[src/rtl/mix_columns_stage.sv]
// AES MixColumns pipeline stage: COLS_PER_CYCLE columns mixed per clock, with a key and Rcon pass-through.
// Optional macro MIXCOL_LAST_ROUND_EN adds a last_round input that bypasses the mix.
module mix_columns_stage #(
    parameter int COLS_PER_CYCLE = 1
) (
    input  logic       clock,
    input  logic       reset_n,
`ifdef MIXCOL_LAST_ROUND_EN
    input  logic       last_round,
`endif
    input  logic [7:0] S0,
    input  logic [7:0] S1,
    input  logic [7:0] S2,
    input  logic [7:0] S3,
    input  logic [7:0] S4,
    input  logic [7:0] S5,
    input  logic [7:0] S6,
    input  logic [7:0] S7,
    input  logic [7:0] S8,
    input  logic [7:0] S9,
    input  logic [7:0] SA,
    input  logic [7:0] SB,
    input  logic [7:0] SC,
    input  logic [7:0] SD,
    input  logic [7:0] SE,
    input  logic [7:0] SF,
    input  logic [7:0] K0,
    input  logic [7:0] K1,
    input  logic [7:0] K2,
    input  logic [7:0] K3,
    input  logic [7:0] K4,
    input  logic [7:0] K5,
    input  logic [7:0] K6,
    input  logic [7:0] K7,
    input  logic [7:0] K8,
    input  logic [7:0] K9,
    input  logic [7:0] KA,
    input  logic [7:0] KB,
    input  logic [7:0] KC,
    input  logic [7:0] KD,
    input  logic [7:0] KE,
    input  logic [7:0] KF,
    input  logic [7:0] Rcon_in,
    input  logic       empty_in,
    output logic       in_ready,
    input  logic       out_ready,
    output logic [7:0] G0,
    output logic [7:0] G1,
    output logic [7:0] G2,
    output logic [7:0] G3,
    output logic [7:0] G4,
    output logic [7:0] G5,
    output logic [7:0] G6,
    output logic [7:0] G7,
    output logic [7:0] G8,
    output logic [7:0] G9,
    output logic [7:0] GA,
    output logic [7:0] GB,
    output logic [7:0] GC,
    output logic [7:0] GD,
    output logic [7:0] GE,
    output logic [7:0] GF,
    output logic [7:0] KO0,
    output logic [7:0] KO1,
    output logic [7:0] KO2,
    output logic [7:0] KO3,
    output logic [7:0] KO4,
    output logic [7:0] KO5,
    output logic [7:0] KO6,
    output logic [7:0] KO7,
    output logic [7:0] KO8,
    output logic [7:0] KO9,
    output logic [7:0] KOA,
    output logic [7:0] KOB,
    output logic [7:0] KOC,
    output logic [7:0] KOD,
    output logic [7:0] KOE,
    output logic [7:0] KOF,
    output logic [7:0] Rcon_out,
    output logic       empty
);

    generate
        if (COLS_PER_CYCLE != 1 && COLS_PER_CYCLE != 2 && COLS_PER_CYCLE != 4) begin : g_bad_cols
            $error("mix_columns_stage: COLS_PER_CYCLE must be 1, 2 or 4");
        end
    endgenerate

    // A 2-bit pointer wraps naturally; with 4 columns per cycle the step is 0 and the pointer stays at 0.
    localparam logic [1:0] PTR_STEP = 2'(COLS_PER_CYCLE);
    localparam logic [1:0] LAST_PTR = 2'(4 - COLS_PER_CYCLE);

    typedef enum logic [1:0] {IDLE, MIX, DONE} state_t;

    state_t     state;
    logic [1:0] ptr;
    logic [7:0] st_reg    [16];
    logic [7:0] key_reg   [16];
    logic [7:0] rcon_reg;
    logic       empty_reg;
    logic [7:0] s_in      [16];
    logic [7:0] k_in      [16];
    logic [7:0] mixed     [16];
    logic       accept;
    logic       skip_mix;

    assign s_in[0]  = S0;  assign s_in[1]  = S1;  assign s_in[2]  = S2;  assign s_in[3]  = S3;
    assign s_in[4]  = S4;  assign s_in[5]  = S5;  assign s_in[6]  = S6;  assign s_in[7]  = S7;
    assign s_in[8]  = S8;  assign s_in[9]  = S9;  assign s_in[10] = SA;  assign s_in[11] = SB;
    assign s_in[12] = SC;  assign s_in[13] = SD;  assign s_in[14] = SE;  assign s_in[15] = SF;

    assign k_in[0]  = K0;  assign k_in[1]  = K1;  assign k_in[2]  = K2;  assign k_in[3]  = K3;
    assign k_in[4]  = K4;  assign k_in[5]  = K5;  assign k_in[6]  = K6;  assign k_in[7]  = K7;
    assign k_in[8]  = K8;  assign k_in[9]  = K9;  assign k_in[10] = KA;  assign k_in[11] = KB;
    assign k_in[12] = KC;  assign k_in[13] = KD;  assign k_in[14] = KE;  assign k_in[15] = KF;

    assign G0 = st_reg[0];   assign G1 = st_reg[1];   assign G2 = st_reg[2];   assign G3 = st_reg[3];
    assign G4 = st_reg[4];   assign G5 = st_reg[5];   assign G6 = st_reg[6];   assign G7 = st_reg[7];
    assign G8 = st_reg[8];   assign G9 = st_reg[9];   assign GA = st_reg[10];  assign GB = st_reg[11];
    assign GC = st_reg[12];  assign GD = st_reg[13];  assign GE = st_reg[14];  assign GF = st_reg[15];

    assign KO0 = key_reg[0];   assign KO1 = key_reg[1];   assign KO2 = key_reg[2];   assign KO3 = key_reg[3];
    assign KO4 = key_reg[4];   assign KO5 = key_reg[5];   assign KO6 = key_reg[6];   assign KO7 = key_reg[7];
    assign KO8 = key_reg[8];   assign KO9 = key_reg[9];   assign KOA = key_reg[10];  assign KOB = key_reg[11];
    assign KOC = key_reg[12];  assign KOD = key_reg[13];  assign KOE = key_reg[14];  assign KOF = key_reg[15];

    assign Rcon_out = rcon_reg;
    assign empty    = empty_reg;

    assign in_ready = (state == IDLE) || ((state == DONE) && out_ready);
    assign accept   = in_ready && !empty_in;

`ifdef MIXCOL_LAST_ROUND_EN
    assign skip_mix = last_round;
`else
    assign skip_mix = 1'b0;
`endif

    function automatic logic [7:0] xtime(input logic [7:0] x);
        return x[7] ? ({x[6:0], 1'b0} ^ 8'h1B) : {x[6:0], 1'b0};
    endfunction

    // Column packed row 0 in the top byte.
    function automatic logic [31:0] mix_column(input logic [31:0] col);
        logic [7:0] a0, a1, a2, a3;
        a0 = col[31:24];
        a1 = col[23:16];
        a2 = col[15:8];
        a3 = col[7:0];
        return {xtime(a0) ^ xtime(a1) ^ a1 ^ a2 ^ a3,
                a0 ^ xtime(a1) ^ xtime(a2) ^ a2 ^ a3,
                a0 ^ a1 ^ xtime(a2) ^ xtime(a3) ^ a3,
                xtime(a0) ^ a0 ^ a1 ^ a2 ^ xtime(a3)};
    endfunction

    logic [1:0]  col_idx;
    logic [31:0] col_in;
    logic [31:0] col_out;

    always_comb begin
        mixed   = st_reg;
        col_idx = '0;
        col_in  = '0;
        col_out = '0;
        for (int j = 0; j < COLS_PER_CYCLE; j++) begin
            col_idx = ptr + 2'(j);
            col_in  = {st_reg[{col_idx, 2'd0}], st_reg[{col_idx, 2'd1}],
                       st_reg[{col_idx, 2'd2}], st_reg[{col_idx, 2'd3}]};
            col_out = mix_column(col_in);
            mixed[{col_idx, 2'd0}] = col_out[31:24];
            mixed[{col_idx, 2'd1}] = col_out[23:16];
            mixed[{col_idx, 2'd2}] = col_out[15:8];
            mixed[{col_idx, 2'd3}] = col_out[7:0];
        end
    end

    always_ff @(posedge clock or negedge reset_n) begin
        if (!reset_n) begin
            state     <= IDLE;
            ptr       <= '0;
            rcon_reg  <= '0;
            empty_reg <= 1'b1;
            for (int i = 0; i < 16; i++) begin
                st_reg[i]  <= '0;
                key_reg[i] <= '0;
            end
        end else begin
            case (state)
                IDLE, DONE: begin
                    if (accept) begin
                        st_reg   <= s_in;
                        key_reg  <= k_in;
                        rcon_reg <= Rcon_in;
                        ptr      <= '0;
                        if (skip_mix) begin
                            state     <= DONE;
                            empty_reg <= 1'b0;
                        end else begin
                            state     <= MIX;
                            empty_reg <= 1'b1;
                        end
                    end else if (state == DONE && out_ready) begin
                        state     <= IDLE;
                        empty_reg <= 1'b1;
                    end
                end
                MIX: begin
                    st_reg <= mixed;
                    ptr    <= ptr + PTR_STEP;
                    if (ptr == LAST_PTR) begin
                        state     <= DONE;
                        empty_reg <= 1'b0;
                    end
                end
                default: begin
                    state     <= IDLE;
                    empty_reg <= 1'b1;
                end
            endcase
        end
    end

endmodule

[config.mk]
export PLATFORM = sky130hd
export DESIGN_NAME = mix_columns_stage
export DESIGN_NICKNAME = d
export VERILOG_FILES = /design/src/rtl/mix_columns_stage.sv
export SDC_FILE = /design/constraint.sdc
export NUM_CORES = 1
export LEC_CHECK = 0
export CAP_MARGIN = 20
export CORE_AREA = 2 2 210 212
export CTS_CLUSTER_DIAMETER = 100
export DETAILED_ROUTE_END_ITERATION = 10
export DIE_AREA = 0 0 212 214
export GPL_TIMING_DRIVEN = 0
export PLACE_DENSITY = 0.59
export REMOVE_ABC_BUFFERS = 1
export SLEW_MARGIN = 20
export SYNTH_ARGS = -nofsm -noshare
export SYNTH_HDL_FRONTEND = slang
export SYNTH_SLANG_ARGS = --single-unit
[constraint.sdc]
create_clock -name clock -period 4.1 [get_ports clock]
set_input_delay 0.82 -clock clock [delete_from_list [all_inputs] [get_ports clock]]
set_output_delay 0.82 -clock clock [all_outputs]
set_load 0.05 [all_outputs]
==> key figures, run 1 <==
Worst setup path
  • CP startpoint kind: register
  • Worst Path Required: ~4500 ps
  • Critical path fanouts, max: 24
  • Setup crit start: ptr[0]
  • Crit path kind: reg -> reg
  • CP Data Arrival Time: 3670 ps
  • Critical Path End Type: register
  • R2R Path Start: ptr[0]

CTS
  • CTS tree: done
  • H-tree lvl count: 2
  • Cts bufs inserted: 34
  • Worst-case clock buffer depth: 3
  • Worst-path clk slew: around 60 ps
  • Setup Fix Bufs, Post-CTS: 0
  • CTS root buf: clkbuf_16
  • Post_cts resized: 0
  • CTS Sinks: ~270
  • Clk Latency, worst-skew pair: around 530 ps
  • Hold buffers post-CTS: 0

GRT
  • Grt ovf: 0
  • Initial antenna violation count: 4
  • Number of global-route vias before repair: ~12000
  • GR Util All Layers: a little over a fifth
  • First-pass GRT wire length: about 75000 um
  • Largest net degree at the start of global routing: between 80 and 90

STA
  • Slew @ Worst Pin: roughly 780 ps
  • Crit share post-route: between 80% and 90%
  • Setup Skew: roughly 22 ps
  • F_max: around 300 MHz
  • Endpoints failing hold: 0
  • Min Tclk post-route: ~3300 ps
  • Relative slew slack: around 48%
  • Slew Limit Fails: 0
  • RSZ-0062 raised after global routing: no
  • Final setup fails: 0

Logic synthesis
  • Syn avg cell area: between 10 and 15 um^2
  • Sequential element share of the synthesized area: 52.91%
  • Yosys top cell area share: between 50% and 60%
  • Mapped Cells: about 1300
  • Seq cells post-synth: about 270
  • Post-synth ARST share: 100.0%
  • Synth cell count leaders: 484 x nand2_1, 268 x dfrtp_1, 80 x a22oi_1, 77 x o21ai_0, 64 x clkbuf_1
  • Most frequent cell after synthesis: nand2_1
  • Yosys warnings: 0
  • Largest cells by area after synthesis: dfrtp_1 53%, nand2_1 14%, a22oi_1 4.7%
  • Post-Syn Area: between 10000 and 15000 um^2
  • Yosys cell types: 38
  • Dominant cell type by area after synthesis: dfrtp_1
  • Top FF cell, synth: dfrtp_1
  • EDFF count, synth: 0

Floorplan
  • Starting Density: between 20% and 30%
  • DIE AREA: between 40000 and 50000 um^2
  • Core Area: 42890 um^2
  • Die H: about 210 um
  • Die Wd: approximately 210 um
  • Io pins: roughly 530
  • Rows: 76

Final layout
  • Reg area: a little under 7000 um^2
  • Final core utilization: a little under half
  • Multi-input logic area: approximately 5600 um^2
  • Fillers: 4024
  • Layout cells sized above 1: under 10%
  • Number of nets in the layout: 2066
  • Synthesis-to-finish area growth: 58.59%

Placed design
  • Hpwl dp: approximately 38000 um
  • Port bufs: roughly 530
  • GP Congestion: between 0.8 and 0.9

Routing
  • DR WL/cell: slightly above 20 um
  • Via count: between 10000 and 15000
  • Antenna-violating nets left: 0
  • DRT iter0 DRCs: 687
  • DR pass1 iterations: 5
  • Post-Route WL: about 50000 um
  • Vias per cell: roughly 4.7
  • DRC errors left: 0

Min path
  • Hold crit path type: in -> async

Outcome
  • Outcome: finished, final reports clean

Job
  • Max Cap Violations: 0
[worst max-delay path, stage by stage, from the launching register on]
cell and delay (ps):
dfrtp_4 620, buf_12 280, mux4_2 690, xor2_2 690, xnor3_1 640, nor2_1 140, a31oi_1 60
[cells in the final DEF, fill, tap and decap left out, types with 8 or more instances in the layout]
| master | instances |
|---|---|
| buf_4 | 25 |
| clkdlybuf4s50_1 | 532 |
| xnor3_1 | 17 |
| nand2_1 | 480 |
| xor2_1 | 20 |
| buf_16 | 11 |
| nand3_1 | 20 |
| mux4_2 | 25 |
| o21ai_1 | 9 |
| o21ai_0 | 77 |
| nor2_1 | 45 |
| dfrtp_1 | 266 |
| clkbuf_1 | 11 |
| xnor2_1 | 39 |
| a31oi_1 | 44 |
| clkbuf_16 | 37 |
| clkbuf_8 | 8 |
| a22oi_1 | 80 |
[metrics by stage]
step / TNS (ps) / area, um^2 / hold WS, ps / setup WS (ps) / instances
floorplan: -3100620 / 12320 / 524.1 / -14490 / 1182
global placement: -9165460 / 18390 / 457.6 / -34500 / 2300
detailed placement: 0 / 19080 / 460.8 / 772.1 / 2343
CTS: 0 / 20170 / 94.28 / 756.2 / 2402
global route: 0 / 20180 / 116.8 / 709.4 / 2404
finish: 0 / 20180 / 130.1 / 783.7 / 2405
[cell type report]
type,instances,share of cell area (%)
flip-flops and latches,269,33.39
repair buffers,576,29.50
multi-input cells,910,27.98
clock buffers,56,5.338
well taps,585,3.627
clock inverters,3,0.07440
inverters,3,0.05580
diodes,3,0.03720
[worst paths after layout]
check | end | slack, ps | cells past startpoint
min | G2[6] | 130 | 1
max reg2reg | GC[4] | 780 | 6
min reg2reg | KO3[4] | 470 | 2
min in group clock | KO3[4] | 470 | 2
max | GC[4] | 780 | 6
max in group asynchronous | ptr[0] | 2740 | 3
[layer usage]
metal	GRT usage [%]	wire (um)	vias to the layer above
met5	0	12	-
met4	8.216	1567	2
met3	6.729	4516	75
met2	37.40	24730	464
met1	25.24	19060	5522
li1	-	-	5332
[cells by family after synthesis]
family,count (synthesis),synth area share (%)
mux,36,6.205
compound gates,219,10.70
fa+ha+maj,4,0.3933
xor+xnor,94,9.754
buf+inv,91,3.265
flops,269,52.91
simple gates,557,16.77
Power of run 1 is not shown: default switching activity piles up to over one toggle a cycle in this logic, so the estimate is an artifact.
==> run 2, diff against run 1 <==
- CORE_AREA: 2 2 210 212 -> 2 2 207 209
- DIE_AREA: 0 0 212 214 -> 0 0 209 211
- PLACE_DENSITY: 0.59 -> 0.63
- clock period: 4.1 -> 3 ns (I/O delays scaled with it)
==> run 2 against run 1 <==
Net effect: clock skew rose by 4.3 ps; sequential share of layout area fell by 0.20 points; first-iteration DRC count increased by 11%; design area increased by 0.61%; register-to-register slack got worse by 460 ps; cell count shrank 1.6%; die area shrank 2.8%; largest cell class unchanged.
==> key figures, run 2 (same netlist as run 1, synthesis figures left out) <==
Worst setup path
  • Critical Path End Type: register
  • Cells on worst reg2reg path: 6 (unchanged)
  • Reg2reg end: GC[4]
  • R2r setup slk: 320 ps (-460 ps)
  • Crit path kind: in -> reg
  • CP Data Arrival Time: 3150 ps (-520 ps)
  • CP startpoint kind: input port
  • R2R Path Start: ptr[1]
  • Worst Path Required: 3460 ps (-1000 ps)
  • Critical path fanouts, max: 12 (-50%)

CTS
  • Cts bufs inserted: 34 (unchanged)
  • Worst-case clock buffer depth: 3 (unchanged)
  • Worst-path clk slew: 60 ps (about the same)
  • Clk Latency, worst-skew pair: 540 ps (about the same)
  • CTS tree: done
  • H-tree lvl count: 2 (unchanged)
  • CTS root buf: clkbuf_16
  • CTS Sinks: 269 (unchanged)

Floorplan
  • Io pins: 534 (unchanged)
  • Rows: 75 (-1.3%)
  • Core Area: 41760 um^2 (-2.6%)
  • DIE AREA: 44100 um^2 (-2.8%)
  • Die H: 211 um (-1.4%)
  • Die Wd: 209 um (-1.4%)
  • Starting Density: 30.47% (+0.80 points)

Min path
  • Hold crit path type: reg -> reg
  • Hold Startpoint: KO9[3]
  • Hold EP: KO9[3]
  • Hold path cells: 2

GRT
  • Initial antenna violation count: 3 (-1)
  • Number of global-route vias before repair: 11900 (-1.3%)
  • GR Util All Layers: 21.99% (+0.25 points)
  • Largest net degree at the start of global routing: 87 (-2.2%)
  • Grt ovf: 0 (unchanged)
  • First-pass GRT wire length: 73630 um (-1.4%)

Final layout
  • Multi-input logic area: 5675 um^2 (+0.51%)
  • Layout cells sized above 1: 8.932% (+0.68 points)
  • Commonest non-fill, non-tap cell in the layout: clkdlybuf4s50_1
  • Reg area: 6738 um^2 (unchanged)
  • Post-route cell area: 20300 um^2 (+0.61%)
  • Most frequent cells in the layout: 532 x clkdlybuf4s50_1, 480 x nand2_1, 266 x dfrtp_1
  • Number of nets in the layout: 2073 (+0.34%)
  • Post-Layout Cell Count: 2366 (-1.6%)
  • Synthesis-to-finish area growth: 59.57%
  • Fillers: 3813 (-5.2%)

STA
  • Endpoints failing hold: 0 (unchanged)
  • Setup ws final: 301.3 ps (-482.4 ps)
  • Final setup fails: 0 (unchanged)
  • RSZ-0062 raised after global routing: no
  • Crit share post-route: between 80% and 90%
  • Setup Skew: 26.75 ps (+4.282 ps)
  • Slew @ Worst Pin: 787.9 ps (+5.677 ps)
  • Min Tclk post-route: ~2700 ps
  • Relative slew slack: 47.31% (-0.36 points)
  • Slew Limit Fails: 0 (unchanged)
  • F_max: 370.6 MHz
  • Setup TNS: 0 ps (unchanged)

Placed design
  • Port bufs: 533 (unchanged)
  • Placed inst area: 19020 um^2 (-0.30%)
  • GP Congestion: 0.7799 (-2.7%)
  • Hpwl dp: 36960 um (-2.6%)
  • Placed cells: 2296 (-2.0%)
  • DP Worst Slack: -430.2 ps (-1202 ps)

Routing
  • Antenna-violating nets left: 0 (unchanged)
  • Post-Route WL: 49030 um (-1.7%)
  • DRC errors left: 0 (unchanged)
  • Vias per cell: 4.875 (+2.9%)
  • DR pass1 iterations: 5 (unchanged)
  • DRT iter0 DRCs: 764 (+11%)
  • Via count: 11530 (+1.2%)
  • DR WL/cell: 20.72 um (-0.11%)

Job
  • Max Cap Violations: 0 (unchanged)

Outcome
  • Outcome: finished, final reports clean
-- run 2: cell count changes in the layout (fill, tap and decap cells not counted), sizes merged --
cell / previous run / this run
clkbuf: 56 / 50
clkinv: 3 / 4
buf: 44 / 50
inv: 3 / 5
dlygate4sd3: 0 / 1
bufinv: 0 / 4
diode: 3 / 2
-- run 2: cell type report --
cell class,count,area share [%]
Clock inverter,10,0.7764
Antenna cell,2,0.02465
Tap cell,539,3.321
Clock buffer,50,4.936
Sequential cell,269,33.18
Multi-Input combinational cell,910,27.95
Timing Repair Buffer,583,29.75
Inverter,3,0.05546
-- run 2: worst max-delay path by stage --
stage	end	depth (start not counted)	slack, ps	startpoint
after floorplan	GC[7]	4	-15370	empty_in
after global placement	GC[6]	5	-34570	empty_in
after detailed placement	G3[1]	12	-430	out_ready
after CTS	GC[4]	6	40	ptr[0]
after global routing	GB[1]	11	140	state[1]
final	G3[1]	11	300	empty_in
-- run 2: what timing repair did --
| item | CTS | global route |
|---|---|---|
| gates resized for setup | 4 | 1 |
| hold endpoints to repair | 7 | 0 |
| endpoints found under the setup margin | 38 | 28 |
| hold buffers | 1 | 0 |
| cloned | 0 | 0 |
| pin swaps | 2 | 0 |
| setup buffers | 5 | 2 |
-- run 2: routing by layer --
layer | vias to the layer above | wire length (um) | global-route usage [%]
li1 | 5345 | - | -
met1 | 5634 | 19020 | 25.91
met2 | 469 | 24240 | 37.62
met3 | 84 | 4021 | 6.453
met4 | 2 | 1723 | 9.064
met5 | - | 13 | 0
-- run 2: worst max-delay path, cell delays in order --
cell,delay (ps)
clkdlybuf4s50_1,480
nor3_4,450
buf_6,210
buf_4,200
buf_6,170
buf_4,210
buf_4,220
buf_4,220
buf_6,160
nand2_1,60
a31oi_1,160
-- run 2: metrics by stage --
| step | hold slack, ps | utilization, % |
|---|---|---|
| after CTS | 474.8 | 48.53 |
| final | 468.9 | 48.62 |
| after global placement | 457.2 | 43.90 |
| after floorplan | 304.4 | - |
| after global routing | 492.8 | 48.62 |
| after detailed placement | 460.8 | 45.56 |
Power of run 2 is left out for the same reason.
